===== config.mk =====
export PLATFORM = sky130hd
export DESIGN_NAME = movwide_seq
export DESIGN_NICKNAME = d
export VERILOG_FILES = /design/src/rtl/movwide_seq.sv
export SDC_FILE = /design/constraint.sdc
export NUM_CORES = 1
export LEC_CHECK = 0
export BUFFER_PORTS_ARGS = -buffer_cell sky130_fd_sc_hd__buf_2
export CAP_MARGIN = 0
export CORE_AREA = 2 2 87 89
export CTS_CLUSTER_DIAMETER = 30
export DETAILED_ROUTE_END_ITERATION = 10
export DIE_AREA = 0 0 89 91
export PLACE_DENSITY_LB_ADDON = 0.2
export SYNTH_ARGS = -nofsm -noshare
export SYNTH_HDL_FRONTEND = slang
export SYNTH_SLANG_ARGS = --single-unit
export TNS_END_PERCENT = 20

===== constraint.sdc =====
create_clock -name clock -period 3.9 [get_ports clock]
set_clock_uncertainty 0.1 [all_clocks]
set_input_delay 0.39 -clock clock [delete_from_list [all_inputs] [get_ports clock]]
set_output_delay 0.39 -clock clock [all_outputs]
set_load 0.01 [all_outputs]

===== src/rtl/movwide_seq.sv =====
// movwide_seq: turns a 64-bit constant into the LEGv8 MOVZ/MOVK word stream that loads it
module movwide_seq #(
   parameter bit SKIP_ZERO = 1'b1
) (
   input  logic        clock,
   input  logic        reset,
   input  logic        start,
   input  logic [63:0] imm,
   input  logic [4:0]  rd,
   output logic        busy,
   output logic [31:0] instr,
   output logic        instr_valid,
   input  logic        instr_ready,
   output logic        instr_last
);
   typedef enum logic {IDLE, EMIT} state_t;
   state_t      state, state_n;
   logic [63:0] imm_q, imm_n;
   logic [4:0]  rd_q, rd_n;
   logic [3:0]  mask_q, mask_n, raw_mask, start_mask, rest;
   logic [31:0] instr_n;
   logic        last_n, valid_n;
   // lowest pending halfword index
   function automatic logic [1:0] low_hw(input logic [3:0] m);
      return m[0] ? 2'd0 : m[1] ? 2'd1 : m[2] ? 2'd2 : 2'd3;
   endfunction
   // clear the lowest set bit
   function automatic logic [3:0] drop_low(input logic [3:0] m);
      return m & (m - 4'd1);
   endfunction
   // bit 29 selects MOVK over MOVZ; the remaining opcode bits are shared
   function automatic logic [31:0] enc(input logic movk, input logic [1:0] hw,
                                       input logic [63:0] v, input logic [4:0] r);
      return {2'b11, movk, 6'b100101, hw, v[{hw, 4'b0000} +: 16], r};
   endfunction
   assign raw_mask   = SKIP_ZERO ? {imm[63:48] != 16'd0, imm[47:32] != 16'd0,
                                    imm[31:16] != 16'd0, imm[15:0] != 16'd0} : 4'b1111;
   assign start_mask = (raw_mask == 4'b0000) ? 4'b0001 : raw_mask;
   assign rest       = drop_low(mask_q);
   // next-state and next registered outputs; handshake retires the current halfword
   always_comb begin
      state_n = state;
      imm_n   = imm_q;
      rd_n    = rd_q;
      mask_n  = mask_q;
      instr_n = instr;
      last_n  = instr_last;
      valid_n = instr_valid;
      if (state == IDLE && start) begin
         state_n = EMIT;
         imm_n   = imm;
         rd_n    = rd;
         mask_n  = start_mask;
         instr_n = enc(1'b0, low_hw(start_mask), imm, rd);
         last_n  = drop_low(start_mask) == 4'b0000;
         valid_n = 1'b1;
      end else if (state == EMIT && instr_ready) begin
         state_n = instr_last ? IDLE : EMIT;
         mask_n  = instr_last ? 4'b0000 : rest;
         instr_n = instr_last ? 32'd0 : enc(1'b1, low_hw(rest), imm_q, rd_q);
         last_n  = instr_last ? 1'b0 : drop_low(rest) == 4'b0000;
         valid_n = !instr_last;
      end
   end
   // state and output registers; reset aborts any sequence in flight
   always_ff @(posedge clock) begin
      if (reset) begin
         state       <= IDLE;
         imm_q       <= '0;
         rd_q        <= '0;
         mask_q      <= '0;
         instr       <= '0;
         instr_last  <= 1'b0;
         instr_valid <= 1'b0;
         busy        <= 1'b0;
      end else begin
         state       <= state_n;
         imm_q       <= imm_n;
         rd_q        <= rd_n;
         mask_q      <= mask_n;
         instr       <= instr_n;
         instr_last  <= last_n;
         instr_valid <= valid_n;
         busy        <= valid_n;
      end
   end
endmodule


# After elaboration in Yosys (flattened, before gate mapping)
# Index checks and enable logic that the tools add are counted.
[totals]
regBits = 108
input_bits = 73
wordCells = 50
[classes]
addsub = 3
n_shift = 2
n_mux = 21
n_bitwise = 4
n_reduce_logical = 12
[ops]
columns = ["op", "count"]
rows = [
  ["64-bit by 7-bit variable part select with 16-bit output", 2],
  ["32-bit two-way mux", 3],
  ["16-bit nonzero test", 4],
  ["4-bit two-way mux", 4],
  ["4-bit AND", 3],
  ["4-bit logical NOT", 3],
  ["4-bit by 1-bit subtractor with 4-bit output (second input constant)", 3],
  ["1-bit two-way mux", 10],
  ["2-bit two-way mux", 4],
  ["1-bit logical AND", 2],
  ["2-bit nonzero test", 1],
  ["2-bit OR reduction", 1],
  ["1-bit logical NOT", 1],
  ["1-bit inverter", 1],
]

# Depth between registers and ports, before layout
# Gate-level depths: netlist of run 1.
[logic_depth]
ltp_word = 9
mapped_depth = 8
depth_no_buf = 5

# Worst setup path after synthesis of run 1
# No wires, ideal clock.
[synth_path]
path_type = "input port to flip-flop"
startpoint = "input port imm[24]"
endpoint = "register instr_last"
setup_ns = 0.087
arrival_time_ns = 1.679
required_time_ns = 3.713
path_slack_ns = 2.034
cell_stages = 5
path_buffers = 0
path_cell_list = "nor4_2 nand4_2 maj3_2 or4_1 o31ai_1"
[synth_between]
elab_chain_len = 7
[synth_rtl]
columns = ["element", "line", "source"]
rows = [
  ["from (decl)", "8", "input logic [63:0] imm,"],
  ["16-bit nonzero test (*)", "37", "imm[31:16] != 16'd0, imm[15:0] != 16'd0} : 4'b1111;"],
  ["4-bit logical NOT", "38", "assign start_mask = (raw_mask == 4'b0000) ? 4'b0001 : raw_mask;"],
  ["4-bit two-way mux (*)", "38", ""],
  ["4-bit by 1-bit subtractor with 4-bit output", "29", "return m & (m - 4'd1);"],
  ["4-bit AND (*)", "29", ""],
  ["4-bit logical NOT (*)", "55", "last_n = drop_low(start_mask) == 4'b0000;"],
  ["1-bit two-way mux (*)", "49", "if (state == IDLE && start) begin"],
  ["to (signal assigned)", "82", "instr_last <= last_n;"],
  ["to (decl)", "14", "output logic instr_last"],
]
# Mark *: on every way between the ends. The rest lies on a longest branch, timed or not.
# A chain may end at the register's enable or synchronous reset.

# Worst setup path in the final report of run 1
[layout_path]
startpoint = "register mask_q[1]"
endpoint = "register instr[9]"
[layout_between]
elab_chain_len = 9
[layout_rtl]
columns = ["element", "line", "source"]
rows = [
  ["from (decl)", "20", "logic [3:0] mask_q, mask_n, raw_mask, start_mask, rest;"],
  ["from (signal assigned)", "80", "mask_q <= mask_n;"],
  ["4-bit by 1-bit subtractor with 4-bit output", "29", ""],
  ["4-bit AND (*)", "29", ""],
  ["1-bit two-way mux", "25", "return m[0] ? 2'd0 : m[1] ? 2'd1 : m[2] ? 2'd2 : 2'd3;"],
  ["2-bit two-way mux (*) (2 in a row)", "25", ""],
  ["64-bit by 7-bit variable part select with 16-bit output (*)", "34", "return {2'b11, movk, 6'b100101, hw, v[{hw, 4'b0000} +: 16], r};"],
  ["32-bit two-way mux (*)", "60", "instr_n = instr_last ? 32'd0 : enc(1'b1, low_hw(rest), imm_q, rd_q);"],
  ["32-bit two-way mux (*)", "57", "end else if (state == EMIT && instr_ready) begin"],
  ["32-bit two-way mux (*)", "49", ""],
  ["to (signal assigned)", "81", "instr <= instr_n;"],
  ["to (decl)", "11", "output logic [31:0] instr,"],
]
# Mark *: on every way between the ends. The rest lies on a longest branch, timed or not. The select of a mux whose other input is x is not followed.

==> reports/metrics.yaml, run 1 <==
clocking:
  cts-root-buf: "clkbuf_8"
  cts_buffers: 9
  cts_tree: "done"
  cts_hold_buffers: 0
  clkLatencyLatePin_ns: 0.35
  cts_resized: 0
  post-cts-setup-buffers: 0
  h-tree-depth: 3
  clkSinkCount: 84
  clkTransAtPathRegs_ns: 0.08
  ctsLongestPathBuffers: 2
floorplan:
  start_util_pct: 55.4
  rows: 31
  die_area_um2: 8100
  core_um2: 7140
  die_w_um: 89
  fp.dieH_um: 91
  pin_count: 108
logic_synthesis:
  ys_seq_area_share_pct: 42.6
  synth_top_area_cell: "dfxtp_1"
  synth_flop_cell: "dfxtp_1"
  syn_area_um2: 3950
  synth-warning-count: 0
  synthAdderAreaFrac_pct: 0.285
  synth_cell_type_count: 45
  synth.avg_cell_area_um2: 7.95
  synth_top_family_by_area: "compound AO/OA/AOI/OAI gates"
  synthCells: 497
  synth_edf_count: 0
  ys_ff_latch: 84
  synthTopCellsByArea: "dfxtp_1, nand2_1, a21oi_1"
  synthXorXnorAreaFrac_pct: 0.222
  synth_mux_area_share_pct: 0.253
  synthArstFlopShare_pct: 0
  yosys.area_share.simple_pct: 24.4
  yosysTopAreaCellShare_pct: 42.6
  synth-compound-area-share_pct: 25.9
setup_path:
  max_stage_delay_ns: 0.76
  critPathSlowestCell: "nand2_1"
  critPathKind: "reg2reg"
  end_kind: "flip-flop"
  r2r-start: "mask_q[1]$_SDFFE_PP0P_"
  path_max_fanout: 19
  crit_buf_inv: 0
  path_delay_family: "simple AND/OR/NAND/NOR gates"
  crit_cells: 5
  critPathLaunchType: "flip-flop"
  cp.arrival_ns: 2.86
  cp_common_cell: "nand2_1"
  timing.rr.end: "instr[9]$_SDFFE_PP0P_"
  crit_chain: "nand2_1 -> nand2_1 -> o221ai_1 -> o211ai_1 -> o2bb2ai_1"
  required_ns: 4.01
  rrSetupSlack_ns: 1.15
  reg2reg_depth: 5
final_layout:
  layout_common_cells: "nand2_1, buf_2, dfxtp_1, a21oi_1, nor2_1"
  drive_gt1_share_pct: 24.9
  final_common_cell: "nand2_1"
  num_antenna_cells: 0
  final_nets: 643
  area_delta_synth_final_pct: 17.3
  fillers: 682
timing:
  tightestPinTransition_ns: 1.09
  slew_headroom_pct: 27.3
  slew_violations: 0
  finalHoldViolCount: 0
  timing.fmax_mhz: 363
  setup_viol: 0
  min_period_over_period_pct: 70.5
  rsz0062_at_grt: "false"
  tns_ns: 0
  whs_ns: 0.197
  layout_min_cycle_time_ns: 2.75
power_and_ir_drop:
  p_leak_nw: 1.88
  p_sw_w: 0.000555
  pwr-share-seq_pct: 47.5
  p_clk_share_pct: 36.3
  vdd_drop_max_mv: 0.287
  pwr_density_cell_nw_per_um2: 434
  internal_power_w: 0.00146
  switching_share_pct: 27.6
  pwr-share-comb_pct: 16.2
flow_run:
  drv_cap: 0
global_route:
  grt_pass1_wl_um: 19500
  antenna_found_initial: 0
  gr-total-overflow: 0
  grt_pass1_vias: 3750
  grt_start_max_net_pins: 67
  grt_usage_pct: 30.9
detailed_routing:
  totalWireLength_um: 12400
  wl_per_cell_um: 18.5
  vias_per_cell: 6.16
  num_vias: 4154
  drtAntennaViolNets: 0
  drtIter0Drc: 448
  drtPass1Iterations: 5
  post-route-drc-count: 0
min_path:
  whs_endpoint: "rd_q[4]$_SDFFE_PP0P_"
  hold_path_depth: 3
  hold_path_class: "in2reg"
  holdCritStartpoint: "rd[4]"
status:
  status: "completed"
placed_design:
  post-dp-hpwl_um: 8280
  io_buffer_count: 104
  gp_congestion: 0.878
## worst max-delay path by stage
stage / startpoint / endpoint / slack, ns
6_report: mask_q[1]$_SDFFE_PP0P_ / instr[9]$_SDFFE_PP0P_ / 1.15
5_1_grt: mask_q[1]$_SDFFE_PP0P_ / instr[10]$_SDFFE_PP0P_ / 1.05
4_1_cts: mask_q[0]$_SDFFE_PP0P_ / instr[9]$_SDFFE_PP0P_ / 1.26
3_5_place_dp: imm[43] / mask_q[0]$_SDFFE_PP0P_ / 1.16
3_3_place_gp: imm[43] / mask_q[0]$_SDFFE_PP0P_ / 1.19
2_1_floorplan: imm[24] / instr_last$_SDFFE_PP0P_ / 2.03
## power groups by stage
| stage | registers, W | clock network (W) | logic [W] |
|---|---|---|---|
| finish | 0.000955 | 0.000731 | 0.000326 |
| global route | 0.000962 | 0.000779 | 0.000355 |
| CTS | 0.000954 | 0.000738 | 0.000320 |
| detailed placement | 0.000974 | 0 | 0.000318 |
| global placement | 0.000972 | 0 | 0.000311 |
| floorplan | 0.000968 | 0 | 0.000195 |
## synth_stat cells (all sizes together) (2+ instances only)
| cell | count |
|---|---|
| a21oi | 59 |
| nor2 | 27 |
| and4 | 2 |
| o21ai | 6 |
| nand4 | 4 |
| a22o | 4 |
| a221oi | 16 |
| o221ai | 16 |
| buf | 28 |
| dfxtp | 84 |
| a22oi | 2 |
| nor2b | 2 |
| o2bb2ai | 16 |
| clkbuf | 20 |
| nor3 | 6 |
| a211oi | 3 |
| nand2 | 152 |
| nor4 | 16 |
| o211ai | 17 |
## layer usage
metal / part of all wire (%) / vias to the layer above / GRT usage [%]
li1: - / 1916 / -
met1: 43 / 1971 / 45.1
met2: 46 / 248 / 45.8
met3: 9.7 / 19 / 5.64
met4: 1.5 / 0 / 10.7
met5: 0 / - / 0
## per-stage QoR
step,utilization [%],instances,power (W),setup WS (ns),instance area (um2)
2_1_floorplan,-,499,0.00116,2.03,3960
3_3_place_gp,61.7,658,0.00128,1.19,4400
3_5_place_dp,61.7,658,0.00129,1.16,4400
4_1_cts,65.0,674,0.00201,1.26,4640
5_1_grt,65.0,674,0.00210,1.05,4640
6_report,65.0,674,0.00201,1.15,4640
## cell families (layout without fill, tap and decap cells)
logic type / after synthesis / after routing
compound gates: 145 / 145
xor+xnor: 1 / 1
fa+ha+maj: 1 / 1
buf+inv: 50 / 126
flops: 84 / 84
mux: 1 / 1
other cells: 1 / 3
simple gates: 214 / 214
## worst reg2reg max path, cell delays in order, from the launching register on
cell	delay (ns)
dfxtp_1	0.38
nand2_1	0.67
nand2_1	0.76
o221ai_1	0.41
o211ai_1	0.15
o2bb2ai_1	0.15
## state kept, by name, summed over array words and instances (netlist names)
name and flops:
mask_q 4, imm_q 48, instr_valid 1, instr_last 1
instr 25, rd_q 5
## final cells by class
class                      instances  area (um2)  share of cell area (%)
multi-input combinational        365        2040                    44.0
sequential                        84        1680                    36.3
timing repair buffer             108         551                    11.9
clock buffer                      11         131                    2.83
tap                               99         124                    2.67
clock inverter                     5         100                    2.16
inverter                           2        7.51                   0.162
No activity file was read; power rests on OpenSTA's default activity.
==> inputs of run 2 (changes only) <==
CORE_AREA = 2 2 91 93   (was 2 2 87 89)
DIE_AREA = 0 0 93 95   (was 0 0 89 91)
clock period = 2.7 ns   (was 3.9 ns; I/O delays follow)
==> reports/metrics.yaml, run 2 (same netlist as run 1, synthesis figures left out) <==
placed_design:
  gp_congestion: 0.905  # +3.0%
  io_buffer_count: 104  # unchanged
  placed_cell_area_um2: 4490  # +1.9%
  post-dp-hpwl_um: 9140  # +10%
global_route:
  grt_start_max_net_pins: 42  # -37%
  antenna_found_initial: 0  # unchanged
  grt_pass1_wl_um: 20300  # +4.2%
  grt_usage_pct: 29.8  # -1.2 points
  gr-total-overflow: 0  # unchanged
  grt_pass1_vias: 3883  # +3.5%
detailed_routing:
  drtAntennaViolNets: 0  # unchanged
  wl_per_cell_um: 18.9  # +2.4%
  drtPass1Iterations: 6  # +1
  vias_per_cell: 6.08  # -1.4%
  num_vias: 4186  # +0.77%
  drtIter0Drc: 324  # -28%
  totalWireLength_um: 13000  # +4.7%
  post-route-drc-count: 0  # unchanged
setup_path:
  cp.arrival_ns: 2.29  # -0.57 ns
  crit_chain: "o21ai_0 -> nand2_1 -> o221ai_1 -> o211ai_1 -> o2bb2ai_1"
  end_kind: "flip-flop"
  max_stage_delay_ns: 0.59  # -0.17 ns
  timing.rr.end: "instr[5]$_SDFFE_PP0P_"
  reg2reg_depth: 5  # unchanged
  critPathSlowestCell: "nand2_1"
  critPathLaunchType: "flip-flop"
  r2r-start: "mask_q[0]$_SDFFE_PP0P_"
  path_max_fanout: 17  # -2
  rrSetupSlack_ns: 0.61  # -0.54 ns
  critPathKind: "reg2reg"
  worstSetupStartpoint: "mask_q[0]$_SDFFE_PP0P_"
  required_ns: 2.90  # -1.11 ns
floorplan:
  die_area_um2: 8840  # +9.1%
  pin_count: 108  # unchanged
  fp.dieH_um: 95  # +4.4%
  die_w_um: 93  # +4.5%
  rows: 33  # +6.5%
  core_um2: 7930  # +11%
  start_util_pct: 49.8  # -5.5 points
power_and_ir_drop:
  p_sw_w: 0.000808  # +46%
  pwr-share-comb_pct: 17.0  # +0.8 points
  vdd_drop_max_mv: 0.294  # +2.5%
  p_clk_share_pct: 34.1  # -2.2 points
  p_leak_nw: 1.91  # +1.5%
  pwr_density_cell_nw_per_um2: 602  # +39%
  internal_power_w: 0.00202  # +38%
  switching_share_pct: 28.6  # +1.0 points
  pwr-share-seq_pct: 48.9  # +1.4 points
timing:
  tns_ns: 0  # unchanged
  min_period_over_period_pct: 77.4  # +6.8 points
  slew_violations: 0  # unchanged
  slew_headroom_pct: 48.2  # +21 points
  timing.fmax_mhz: 479  # +32%
  rsz0062_at_grt: "false"
  setup_viol: 0  # unchanged
  layout_min_cycle_time_ns: 2.09  # -0.662 ns
  tightestPinTransition_ns: 0.776  # -0.314 ns
  finalHoldViolCount: 0  # unchanged
clocking:
  ctsLongestPathBuffers: 2  # unchanged
  cts_hold_buffers: 0  # unchanged
  clkLatencyLatePin_ns: 0.36  # about the same
  clkTransAtPathRegs_ns: 0.08  # about the same
  cts_buffers: 9  # unchanged
  cts_tree: "done"
  post-cts-setup-buffers: 0  # unchanged
  clkSinkCount: 84  # unchanged
  h-tree-depth: 3  # unchanged
  cts_resized: 0  # unchanged
  cts-root-buf: "clkbuf_8"
min_path:
  hold_path_depth: 3  # unchanged
  holdCritStartpoint: "imm[36]"
  whs_endpoint: "imm_q[36]$_SDFFE_PP0P_"
  hold_path_class: "in2reg"
final_layout:
  num_antenna_cells: 0  # unchanged
  final_nets: 653  # +1.6%
  area_delta_synth_final_pct: 18.8
  drive_gt1_share_pct: 26.0  # +1.2 points
  top_register: "imm_q"
  fillers: 774  # +13%
  register_area_um2: 1680  # unchanged
  largest_reg_flops: 48  # unchanged
  design_area_um2: 4690  # +1.2%
  layout_common_cells: "nand2_1, buf_2, dfxtp_1, a21oi_1, nor2_1"
  reg.largest.list: "imm_q: 48 flops, instr: 25 flops, rd_q: 5 flops"
  multi_input_area_um2: 2040  # unchanged
  final_common_cell: "nand2_1"
flow_run:
  drv_cap: 0  # unchanged
status:
  status: "completed"
-- run 2: cell count changes in the layout (fill, tap and decap cells not counted) --
cell        before  now
buf_4            4   14
bufinv_16        3    2
clkinv_2         2    0
clkinvlp_4       0    2
-- run 2: cell type report --
type,instances,share of cell area (%)
clock buffer,11,2.80
clock inverter,4,1.60
inverter,2,0.160
multi-input combinational,365,43.5
sequential,84,35.8
tap,105,2.80
timing repair buffer,118,13.3
-- run 2: critical path, delay by kind of cell, from the launching register on --
kind               cells  cell delay (ns)
DFF                    1             0.46
and+or+nand+nor        1             0.59
AOI/OAI and AO/OA      4             0.87
-- run 2: worst max-delay path by stage --
stage	to	slack [ns]	cells after the start
2_1_floorplan	instr_last$_SDFFE_PP0P_	0.95	5
6_report	instr[5]$_SDFFE_PP0P_	0.61	5
5_1_grt	instr[3]$_SDFFE_PP0P_	0.41	5
4_1_cts	instr[1]$_SDFFE_PP0P_	0.60	4
3_5_place_dp	instr[11]$_SDFFE_PP0P_	0.52	6
3_3_place_gp	instr[7]$_SDFFE_PP0P_	0.44	6
-- run 2: power groups by stage --
stage	clock, W	combinational [W]	sequential [W]
6_report	0.000964	0.000479	0.00138
5_1_grt	0.00103	0.000523	0.00139
4_1_cts	0.000973	0.000474	0.00138
3_5_place_dp	0	0.000473	0.00141
3_3_place_gp	0	0.000465	0.00141
2_1_floorplan	0	0.000282	0.00140
-- run 2: metal layers --
metal  vias up  part of all wire, %  wire length [um]  global-route usage, %
li1       1938                    -                 -                      -
met1      1988                   41              5350                   39.3
met2       236                   48              6240                   48.7
met3        24                  9.0              1170                   5.67
met4         0                  2.1               279                   11.0
met5         -                    0                 0                      0
-- run 2: per-stage QoR --
| stage | utilization [%] | worst slack [ns] | cells | power, W | hold WS (ns) |
|---|---|---|---|---|---|
| 6_report | 59.2 | 0.611 | 689 | 0.00282 | 0.0691 |
| 2_1_floorplan | - | 0.954 | 499 | 0.00168 | 0.306 |
| 4_1_cts | 59.2 | 0.601 | 689 | 0.00283 | 0.0643 |
| 5_1_grt | 59.2 | 0.409 | 689 | 0.00294 | 0.0688 |
| 3_3_place_gp | 56.6 | 0.440 | 674 | 0.00187 | 0.337 |
| 3_5_place_dp | 56.6 | 0.518 | 674 | 0.00188 | 0.347 |
